File: src/rtl/ctmm_mem_wr_bridge_if.sv
// ----------------------------------------------------------------------------
// ctmm_mem_wr_bridge_if
//   Memory-bus write channel between the C-List write bridge and the memory
//   subsystem. It has one request phase (valid/ready with address and data)
//   and one response phase (a single-cycle valid with an error flag).
//
//   Signals
//     bus_req_valid  bridge -> memory  write request is presented
//     bus_req_ready  memory -> bridge  memory accepts the request this cycle
//     bus_addr       bridge -> memory  64-bit byte address (8-byte aligned)
//     bus_wdata      bridge -> memory  64-bit write data
//     bus_rsp_valid  memory -> bridge  write response is present this cycle
//     bus_rsp_err    memory -> bridge  response carries an error (needs valid)
//
//   Modports
//     master  bridge side (drives the request, samples the response)
//     slave   memory side
// ----------------------------------------------------------------------------
interface ctmm_mem_wr_bridge_if;
  logic        bus_req_valid;
  logic        bus_req_ready;
  logic [63:0] bus_addr;
  logic [63:0] bus_wdata;
  logic        bus_rsp_valid;
  logic        bus_rsp_err;

  modport master (
    output bus_req_valid,
    output bus_addr,
    output bus_wdata,
    input  bus_req_ready,
    input  bus_rsp_valid,
    input  bus_rsp_err
  );

  modport slave (
    input  bus_req_valid,
    input  bus_addr,
    input  bus_wdata,
    output bus_req_ready,
    output bus_rsp_valid,
    output bus_rsp_err
  );
endinterface : ctmm_mem_wr_bridge_if

File: src/rtl/ctmm_mem_wr_bridge.sv
// ----------------------------------------------------------------------------
// ctmm_mem_wr_bridge
//   Turns a level-held write request from mSave (a Golden Token bound for a
//   C-List slot) into exactly one memory-bus write. It then reports the
//   outcome as a one-cycle done or fault pulse. Misaligned addresses are
//   rejected without touching the bus. A bus that stalls past TIMEOUT_CYCLES
//   is abandoned with a timeout fault.
//
//   Parameters
//     TIMEOUT_CYCLES  1..65535  cycle budget from bus issue to response
//
//   Ports
//     clk            single clock, all logic on the rising edge
//     rst_n          synchronous active-low reset
//     mem_wr_en      level request, held by mSave until done/fault
//     mem_wr_addr    byte address of the C-List slot (sampled in IDLE only)
//     mem_wr_data    Golden Token to write (sampled in IDLE only)
//     mem_wr_done    one-cycle pulse on a successful write
//     wr_fault       one-cycle pulse on a failed write
//     wr_fault_code  01 misaligned, 10 bus error, 11 timeout; 00 otherwise
//     bridge_busy    high whenever the controller is not IDLE
//     bus            memory-bus write channel (master side)
// ----------------------------------------------------------------------------
module ctmm_mem_wr_bridge #(
  parameter int unsigned TIMEOUT_CYCLES = 256
) (
  input  logic                         clk,
  input  logic                         rst_n,
  input  logic                         mem_wr_en,
  input  logic [63:0]                  mem_wr_addr,
  input  logic [63:0]                  mem_wr_data,
  output logic                         mem_wr_done,
  output logic                         wr_fault,
  output logic [1:0]                   wr_fault_code,
  output logic                         bridge_busy,
  ctmm_mem_wr_bridge_if.master         bus
);

  typedef enum logic [2:0] {
    IDLE,
    ISSUE,
    WAIT_RSP,
    RESP,
    DRAIN
  } state_t;

  typedef enum logic [1:0] {
    CODE_NONE     = 2'b00,
    CODE_MISALIGN = 2'b01,
    CODE_BUS_ERR  = 2'b10,
    CODE_TIMEOUT  = 2'b11
  } code_t;

  // This is the last counter value at which the bus may still answer.
  localparam logic [15:0] TIMEOUT_LAST = 16'(TIMEOUT_CYCLES - 1);

  state_t      state;
  logic [15:0] cnt;
  logic        timed_out;

  // The counter runs across both ISSUE and WAIT_RSP. The budget covers the
  // whole issue-to-response window. A request accepted on the very last
  // cycle therefore leaves WAIT_RSP with no grace. Because the test is ">=",
  // a counter already past the limit still times out. It cannot wrap and
  // wait another 64K cycles.
  assign timed_out   = (cnt >= TIMEOUT_LAST);
  assign bridge_busy = (state != IDLE);

  // The controller and its registered outputs share one clocked block.
  always_ff @(posedge clk) begin
    if (!rst_n) begin
      state             <= IDLE;
      cnt               <= '0;
      mem_wr_done       <= 1'b0;
      wr_fault          <= 1'b0;
      wr_fault_code     <= CODE_NONE;
      bus.bus_req_valid <= 1'b0;
      bus.bus_addr      <= '0;
      bus.bus_wdata     <= '0;
    end else begin
      // NOTE: state registers use non-blocking assignment. Every branch then
      // sees the pre-edge values, and the defaults below are overridden
      // cleanly by later assignments in the same edge.
      // The done/fault pulses are set on the edge that enters RESP. They are
      // cleared by default on every other edge, so they last exactly one
      // cycle and the code reads 00 while wr_fault is low.
      mem_wr_done   <= 1'b0;
      wr_fault      <= 1'b0;
      wr_fault_code <= CODE_NONE;

      case (state)
        IDLE: begin
          if (mem_wr_en) begin
            if (mem_wr_addr[2:0] != 3'b000) begin
              // Reject before any bus activity. Address and data stay as they were.
              wr_fault      <= 1'b1;
              wr_fault_code <= CODE_MISALIGN;
              state         <= RESP;
            end else begin
              bus.bus_addr      <= mem_wr_addr;
              bus.bus_wdata     <= mem_wr_data;
              bus.bus_req_valid <= 1'b1;
              cnt               <= '0;
              state             <= ISSUE;
            end
          end
        end

        ISSUE: begin
          cnt <= cnt + 16'd1;
          // Acceptance is tested first, so acceptance on the timeout cycle wins.
          if (bus.bus_req_ready) begin
            bus.bus_req_valid <= 1'b0;
            state             <= WAIT_RSP;
          end else if (timed_out) begin
            bus.bus_req_valid <= 1'b0;
            wr_fault          <= 1'b1;
            wr_fault_code     <= CODE_TIMEOUT;
            state             <= RESP;
          end
        end

        WAIT_RSP: begin
          cnt <= cnt + 16'd1;
          if (bus.bus_rsp_valid) begin
            if (bus.bus_rsp_err) begin
              wr_fault      <= 1'b1;
              wr_fault_code <= CODE_BUS_ERR;
            end else begin
              mem_wr_done   <= 1'b1;
            end
            state <= RESP;
          end else if (timed_out) begin
            wr_fault      <= 1'b1;
            wr_fault_code <= CODE_TIMEOUT;
            state         <= RESP;
          end
        end

        // The pulse is visible during RESP. Move on unconditionally.
        RESP: state <= DRAIN;

        // Hold here while mSave keeps the request asserted. This way one
        // request level can never start a second write.
        DRAIN: begin
          if (!mem_wr_en) state <= IDLE;
        end

        default: state <= IDLE;
      endcase
    end
  end

  // Structural invariants of the controller (simulation only).
  a_code_zero_when_idle: assert property (@(posedge clk) disable iff (!rst_n)
    !wr_fault |-> (wr_fault_code == CODE_NONE));
  a_done_fault_exclusive: assert property (@(posedge clk) disable iff (!rst_n)
    !(mem_wr_done && wr_fault));
  a_valid_only_in_issue: assert property (@(posedge clk) disable iff (!rst_n)
    bus.bus_req_valid == (state == ISSUE));
  a_pulse_only_in_resp: assert property (@(posedge clk) disable iff (!rst_n)
    (mem_wr_done || wr_fault) |-> (state == RESP));

endmodule : ctmm_mem_wr_bridge

File: src/flat_wrapper.sv
// flat-port wrapper written by rule: the top's interface ports become plain ports
module ctmm_mem_wr_bridge_flat 
#(
  parameter int unsigned TIMEOUT_CYCLES = 256
)
  (clk, rst_n, mem_wr_en, mem_wr_addr, mem_wr_data, mem_wr_done, wr_fault, wr_fault_code, bridge_busy, bus_bus_req_valid, bus_bus_addr, bus_bus_wdata, bus_bus_req_ready, bus_bus_rsp_valid, bus_bus_rsp_err);
  ctmm_mem_wr_bridge_if bus_i ();
  input  logic clk;
  input  logic rst_n;
  input  logic mem_wr_en;
  input  logic [63:0] mem_wr_addr;
  input  logic [63:0] mem_wr_data;
  output logic mem_wr_done;
  output logic wr_fault;
  output logic [1:0] wr_fault_code;
  output logic bridge_busy;
  output wire logic [$bits(bus_i.bus_req_valid)-1:0] bus_bus_req_valid;
  output wire logic [$bits(bus_i.bus_addr)-1:0] bus_bus_addr;
  output wire logic [$bits(bus_i.bus_wdata)-1:0] bus_bus_wdata;
  input wire logic [$bits(bus_i.bus_req_ready)-1:0] bus_bus_req_ready;
  input wire logic [$bits(bus_i.bus_rsp_valid)-1:0] bus_bus_rsp_valid;
  input wire logic [$bits(bus_i.bus_rsp_err)-1:0] bus_bus_rsp_err;
  assign bus_bus_req_valid = bus_i.bus_req_valid;
  assign bus_bus_addr = bus_i.bus_addr;
  assign bus_bus_wdata = bus_i.bus_wdata;
  assign bus_i.bus_req_ready = bus_bus_req_ready;
  assign bus_i.bus_rsp_valid = bus_bus_rsp_valid;
  assign bus_i.bus_rsp_err = bus_bus_rsp_err;
  ctmm_mem_wr_bridge #(.TIMEOUT_CYCLES(TIMEOUT_CYCLES)) u_core (.clk(clk), .rst_n(rst_n), .mem_wr_en(mem_wr_en), .mem_wr_addr(mem_wr_addr), .mem_wr_data(mem_wr_data), .mem_wr_done(mem_wr_done), .wr_fault(wr_fault), .wr_fault_code(wr_fault_code), .bridge_busy(bridge_busy), .bus(bus_i));
endmodule
File: config.mk
export PLATFORM = sky130hd
export DESIGN_NAME = ctmm_mem_wr_bridge_flat
export DESIGN_NICKNAME = d
export VERILOG_FILES = /design/src/rtl/ctmm_mem_wr_bridge_if.sv /design/src/rtl/ctmm_mem_wr_bridge.sv /design/src/flat_wrapper.sv
export SDC_FILE = /design/constraint.sdc
export NUM_CORES = 1
export LEC_CHECK = 0
export CAP_MARGIN = 20
export CORE_MARGIN = 2
export CORE_UTILIZATION = 44
export DETAILED_ROUTE_END_ITERATION = 8
export PLACE_DENSITY = 0.86
export SLEW_MARGIN = 20
export SYNTH_ARGS = -nofsm -noshare
export SYNTH_HDL_FRONTEND = slang
export SYNTH_SLANG_ARGS = --single-unit
File: constraint.sdc
create_clock -name clk -period 5.05 [get_ports clk]
set_input_delay 1.01 -clock clk [delete_from_list [all_inputs] [get_ports clk]]
set_output_delay 1.01 -clock clk [all_outputs]
set_load 0.02 [all_outputs]
==> results.sh, run 1 <==
export IMPL_route_met3_wl_mm=1.50
export IMPL_power_share_clock=0.404
export IMPL_row_count=41
export IMPL_ant_nets=0
export IMPL_cts_sinks=152
export IMPL_hold_depth=2
export IMPL_syn_area_um2=5590
export IMPL_synthesis_nets=830
export IMPL_period_needed_ns=2.94
export IMPL_numPlacedInstances=1090
export IMPL_path_clk_slew_ns=0.06
export IMPL_crit_fanout=97
export IMPL_wl_per_cell_um=14.7
export IMPL_area_growth_pct=59.1
export IMPL_design_core_area_um2=12500
export IMPL_vias=5583
export IMPL_gp_congestion=0.822
export IMPL_grt_max_degree=101
export IMPL_syn_inst=695
export IMPL_power_switching_uw=811
export IMPL_worstSetupPathType="in2reg"
export IMPL_min_path_type="reg2reg"
export IMPL_yosysUniqueCellTypes=44
export IMPL_viasPerCell=4.98
export IMPL_crit_path_start_kind="primary input"
export IMPL_initial_core_util=0.446
export IMPL_synth_seq_area_share=0.545
export IMPL_die_x_um=117
export IMPL_crit_path_cell_trace="clkdlybuf4s50_1 > nor4b_4 > nand2_4 > buf_4 > nand2_1 > a21oi_1"
export IMPL_post_cts_buffers=0
export IMPL_synth_edf_count=0
export IMPL_crit_arrival_ns=3.19
export IMPL_async_reset_ff_frac=0
export IMPL_worst_pin_slew_ns=1.06
export IMPL_grt_usage=0.226
export IMPL_antenna_found_initial=0
export IMPL_die_height_um=117
export IMPL_p_leak_uw=0.00301
export IMPL_drv_slew=0
export IMPL_topRoutingLayerUsed="met4"
export IMPL_finalCritPeriodShare=0.583
export IMPL_cap_viol_max_count=0
export IMPL_wl_met1_mm=6.56
export IMPL_drtIter0Drc=404
export IMPL_vdd_ir_drop_max_v=0.000302
export IMPL_grt_pass1_vias=4997
export IMPL_cts_root_buf="clkbuf_16"
export IMPL_setup_tns_ns=0
export IMPL_cts_hold_buf=0
export IMPL_cts_tree="done"
export IMPL_gr_total_overflow=0
export IMPL_first_pass_iters=4
export IMPL_hpwlAfterDp_mm=11.3
export IMPL_cts_buffer_depth=2
export IMPL_io_pins=268
export IMPL_synth_ff_type="dfxtp_1"
export IMPL_rsz0062_at_grt="false"
export IMPL_drt_wl_total_mm=16.4
export IMPL_finalNonFillerCells=1120
export IMPL_n_antenna_cell=0
export IMPL_power_density_nw_per_um2=350
export IMPL_nFillCells=975
export IMPL_crit_required_ns=5.30
export IMPL_p_seq_frac=0.421
export IMPL_synth_seq_cells=152
export IMPL_slowest_delay_ns=0.58
export IMPL_r2r_cells=5
export IMPL_final_net_count=1072
export IMPL_ys_warn_count=0
export IMPL_fmax_ghz=0.340
export IMPL_setup_viol=0
export IMPL_postCtsResizedCells=0
export IMPL_finClkSkew_ns=0.00984
export IMPL_grt_pass1_wl_mm=24.1
export IMPL_cpMaxStageDelayCell="nand2_4"
export IMPL_io_buffers=267
export IMPL_drive_above_1_share=0.0496
export IMPL_wl_met2_mm=8.07
export IMPL_switching_share=0.260
export IMPL_drc=0
export IMPL_cell_internal_pwr_uw=2300
export IMPL_numCtsBuffers=17
export IMPL_combPwrFrac=0.175
export IMPL_relSlewSlack=0.292
export IMPL_end_kind="flop"
export IMPL_dieArea_um2=13600
export IMPL_clock_latency_ns=0.42
export IMPL_status="finished clean"
export IMPL_hold_viol=0
export IMPL_synth_area_per_cell_um2=8.04
export IMPL_htreeDepth=4
stage by stage:
stage | utilization | instance area (um2) | hold WS, ns | setup WS [ns] | power [uW]
3_5_place_dp | 0.663 | 8300 | 0.446 | 1.64 | 1880
4_1_cts | 0.710 | 8880 | 0.454 | 2.08 | 3130
5_1_grt | 0.710 | 8880 | 0.464 | 1.95 | 3240
6_report | 0.710 | 8880 | 0.452 | 2.11 | 3110
3_3_place_gp | 0.663 | 8300 | 0.440 | 1.71 | 1870
2_1_floorplan | - | 5590 | 0.452 | 2.79 | 1650
power groups by stage:
| stage | sequential [uW] | combinational [uW] | clock, uW |
|---|---|---|---|
| after global routing | 1320 | 595 | 1330 |
| after global placement | 1330 | 536 | 0 |
| after detailed placement | 1340 | 542 | 0 |
| final | 1310 | 544 | 1260 |
| after floorplan | 1370 | 280 | 0 |
| after CTS | 1310 | 546 | 1280 |
worst paths after layout:
check                                from                        to  slack, ns
setup / recovery                mem_wr_en  u_core.bus.bus_wdata[16]       2.11
hold / removal    u_core.bus.bus_addr[50]   u_core.bus.bus_addr[50]       0.45
setup reg to reg          u_core.state[2]  u_core.bus.bus_wdata[16]       2.70
hold reg to reg   u_core.bus.bus_addr[50]   u_core.bus.bus_addr[50]       0.45
layout by cell type (no fill, tap or decap), drive strengths merged, types with 3 or more instances in the layout:
| cell | netlist | final |
|---|---|---|
| nand2 | 263 | 263 |
| nand3 | 6 | 6 |
| inv | 4 | 5 |
| o31ai | 7 | 7 |
| clkbuf | 28 | 23 |
| clkdlybuf4s50 | 0 | 267 |
| or4 | 9 | 9 |
| a21oi | 146 | 146 |
| dfxtp | 152 | 152 |
| nand4 | 3 | 3 |
| clkinv | 0 | 3 |
| buf | 19 | 3 |
| o21ai | 7 | 7 |
| nor3 | 4 | 4 |
| or3 | 6 | 6 |
| o211ai | 4 | 4 |
| and2 | 4 | 4 |
| nor2 | 10 | 10 |
cell families after synthesis:
logic type	after synthesis	share of synthesized area
fa+ha+maj	1	0.00224
flops	152	0.545
simple gates	317	0.242
compound gates	173	0.166
buf+inv	51	0.0430
xor+xnor	1	0.00157
state kept, by name (all words and copies together) (netlist names):
register	flops
u_core.mem_wr_done	1
u_core.bus.bus_addr	64
u_core.wr_fault_code	2
u_core.cnt	16
u_core.bus.bus_wdata	64
u_core.bus.bus_req_valid	1
u_core.state	3
u_core.wr_fault	1
layer usage:
metal,GRT usage,vias up
met3,0.0913,24
met4,0.0745,0
met2,0.380,238
met5,0,-
met1,0.263,2523
li1,-,2798
critical path: cells and delay by family:
| kind | cells | cell delay (ns) |
|---|---|---|
| AOI/OAI and AO/OA | 1 | 0.07 |
| buffers and inverters | 2 | 1.00 |
| and+or+nand+nor | 3 | 1.07 |
synth_stat cells, types with 2 or more instances:
| cell | n | share of area |
|---|---|---|
| nand4_1 | 3 | 0.0034 |
| nor2_1 | 10 | 0.0067 |
| nand2_1 | 263 | 0.18 |
| a22oi_1 | 2 | 0.0027 |
| o211ai_1 | 3 | 0.0040 |
| o21ai_1 | 3 | 0.0027 |
| nor4_1 | 2 | 0.0022 |
| and2_1 | 4 | 0.0045 |
| or3b_2 | 2 | 0.0031 |
| dfxtp_1 | 152 | 0.54 |
| inv_1 | 3 | 0.0020 |
| clkbuf_1 | 28 | 0.019 |
| nor3_1 | 2 | 0.0018 |
| buf_4 | 10 | 0.013 |
| o21ai_0 | 4 | 0.0036 |
| or4_1 | 8 | 0.011 |
| or3_1 | 6 | 0.0067 |
| nand3_1 | 5 | 0.0045 |
| a21oi_1 | 145 | 0.13 |
| buf_2 | 9 | 0.0081 |
| o31ai_1 | 7 | 0.0094 |
| o21a_1 | 2 | 0.0027 |
cell type report:
type                            count  area [um2]  share of cell area
Multi-Input combinational cell    492        2310               0.260
Clock buffer                       23         498              0.0560
Timing Repair Buffer              270        2710               0.305
Inverter                            4        17.5             0.00197
Sequential cell                   152        3040               0.342
Tap cell                          172         215              0.0242
Clock inverter                      7        91.3              0.0103
No activity file was read; power rests on OpenSTA's default activity.
==> run 2: changes to the inputs <==
--- a/config.mk
+++ b/config.mk
@@ -7,9 +7,9 @@
 export LEC_CHECK = 0
 export CAP_MARGIN = 20
 export CORE_MARGIN = 2
-export CORE_UTILIZATION = 44
+export CORE_UTILIZATION = 37
 export DETAILED_ROUTE_END_ITERATION = 8
-export PLACE_DENSITY = 0.86
+export PLACE_DENSITY = 0.77
 export SLEW_MARGIN = 20
 export SYNTH_ARGS = -nofsm -noshare
 export SYNTH_HDL_FRONTEND = slang
==> constraint.sdc (replaced) <==
create_clock -name clk -period 2.4 [get_ports clk]
set_input_delay 0.48 -clock clk [delete_from_list [all_inputs] [get_ports clk]]
set_output_delay 0.48 -clock clk [all_outputs]
set_load 0.02 [all_outputs]
==> run 2 against run 1 <==
Sequential power is 110% higher. First-iteration DRC count is 21% lower. Critical path depth is 3 lower. Combinational power is 120% higher. Clock skew is 0.0027 ns lower. Total power is 120% higher. Non-clock buffer count is 8 higher. Global-route usage is 2.0 points lower. Worst hold slack worse by 0.00082 ns.
==> results.sh, run 2 (synthesis gave the netlist of run 1 again) <==
export IMPL_status="finished clean"
export IMPL_dieArea_um2=16100
export IMPL_power_switching_uw=1740
export IMPL_worstSetupPathType="reg2out"
export IMPL_switching_share=0.254
export IMPL_nFillCells=1284
export IMPL_vias=5556
export IMPL_crit_fanout=9
export IMPL_die_x_um=127
export IMPL_setup_viol=0
export IMPL_p_leak_uw=0.00309
export IMPL_viasPerCell=4.87
export IMPL_die_height_um=127
export IMPL_layout_commonest_cell="clkdlybuf4s50_1"
export IMPL_post_cts_buffers=0
export IMPL_rsz0062_at_grt="false"
export IMPL_grt_max_degree=84
export IMPL_clock_latency_ns=0.42
export IMPL_cts_root_buf="clkbuf_16"
export IMPL_drt_wl_total_mm=16.5
export IMPL_vdd_ir_drop_max_v=0.000416
export IMPL_io_buffers=267
export IMPL_grt_pass1_vias=5274
export IMPL_n_antenna_cell=0
export IMPL_hpwlAfterDp_mm=11.4
export IMPL_row_count=44
export IMPL_ant_nets=0
export IMPL_drv_slew=0
export IMPL_gr_total_overflow=0
export IMPL_crit_path_start_kind="flop"
export IMPL_io_pins=268
export IMPL_hold_depth=2
export IMPL_power_share_clock=0.420
export IMPL_fmax_ghz=0.433
export IMPL_relSlewSlack=0.596
export IMPL_path_clk_slew_ns=0.06
export IMPL_utilization=0.619
export IMPL_grt_pass1_wl_mm=26.4
export IMPL_cts_buffer_depth=2
export IMPL_wl_per_cell_um=14.5
export IMPL_power_density_nw_per_um2=755
export IMPL_hold_viol=0
export IMPL_design_core_area_um2=14600
export IMPL_finalCritPeriodShare=0.961
export IMPL_crit_required_ns=1.92
export IMPL_cts_tree="done"
export IMPL_end_kind="output pin"
export IMPL_area_growth_pct=62.4
export IMPL_final_cell_mix="clkdlybuf4s50_1 (267), nand2_1 (262), dfxtp_1 (152), a21oi_1 (145), clkbuf_16 (17)"
export IMPL_postCtsResizedCells=0
export IMPL_setup_tns_ns=0
export IMPL_numCtsBuffers=17
export IMPL_drtIter0Drc=318
export IMPL_cap_viol_max_count=0
export IMPL_htreeDepth=4
export IMPL_min_path_type="reg2reg"
export IMPL_crit_arrival_ns=1.83
export IMPL_initial_core_util=0.381
export IMPL_final_net_count=1080
export IMPL_first_pass_iters=5
export IMPL_drive_above_1_share=0.0565
export IMPL_gp_congestion=0.808
export IMPL_worst_pin_slew_ns=0.604
export IMPL_finClkSkew_ns=0.00715
export IMPL_cts_sinks=152
export IMPL_grt_usage=0.205
export IMPL_r2r_cells=6
export IMPL_p_seq_frac=0.404
export IMPL_combPwrFrac=0.176
export IMPL_period_needed_ns=2.31
export IMPL_cell_internal_pwr_uw=5110
export IMPL_antenna_found_initial=0
export IMPL_cts_hold_buf=0
export IMPL_drc=0
export IMPL_reg_largest_list="u_core.bus.bus_addr: 64 flops, u_core.bus.bus_wdata: 64 flops, u_core.cnt: 16 flops"
## run 2: stage by stage
| stage | area (um2) | setup WS [ns] | hold WS [ns] | total power (uW) | std cells |
|---|---|---|---|---|---|
| after floorplan | 5590 | 0.674 | 0.452 | 3460 | 695 |
| after global placement | 8430 | 0.158 | 0.440 | 4010 | 1110 |
| after detailed placement | 8430 | 0.128 | 0.446 | 4020 | 1110 |
| after CTS | 9070 | 0.0786 | 0.453 | 6920 | 1140 |
| after global routing | 9070 | 0.0231 | 0.469 | 7150 | 1140 |
| final | 9070 | 0.0924 | 0.452 | 6850 | 1140 |
## run 2: area by class of cell
type                       count  area, um2  area share
sequential                   152       3040       0.335
timing repair buffer         278       2830       0.312
multi-input combinational    492       2310       0.255
clock buffer                  24        502      0.0553
tap                          184        230      0.0254
clock inverter                 6        136      0.0150
inverter                       4       17.5     0.00193
## run 2: power by group through the flow
stage	Clock [uW]	Sequential [uW]	Combinational, uW
finish	2880	2760	1210
global route	3060	2780	1320
CTS	2940	2760	1210
detailed placement	0	2820	1210
global placement	0	2810	1200
floorplan	0	2870	589
## run 2: worst max-delay path: stages (launching register included)
cell,delay [ns]
dfxtp_1,0.56
nor3_2,0.13
inv_2,0.12
clkdlybuf4s50_1,0.61
## run 2: worst paths after layout
check	start	endpoint	slack, ns
setup reg to reg	u_core.state[2]	u_core.cnt[5]	0.50
hold / removal	u_core.bus.bus_wdata[21]	u_core.bus.bus_wdata[21]	0.45
hold reg to reg	u_core.bus.bus_wdata[21]	u_core.bus.bus_wdata[21]	0.45
setup / recovery	u_core.state[2]	bridge_busy	0.09
## run 2: metal layers
layer  track usage  share of wire  up-vias
met3        0.0784          0.087       29
li1              -              -     2806
met2         0.332           0.47      216
met5             0              0        -
met4        0.0795          0.021        0
met1         0.247           0.42     2505
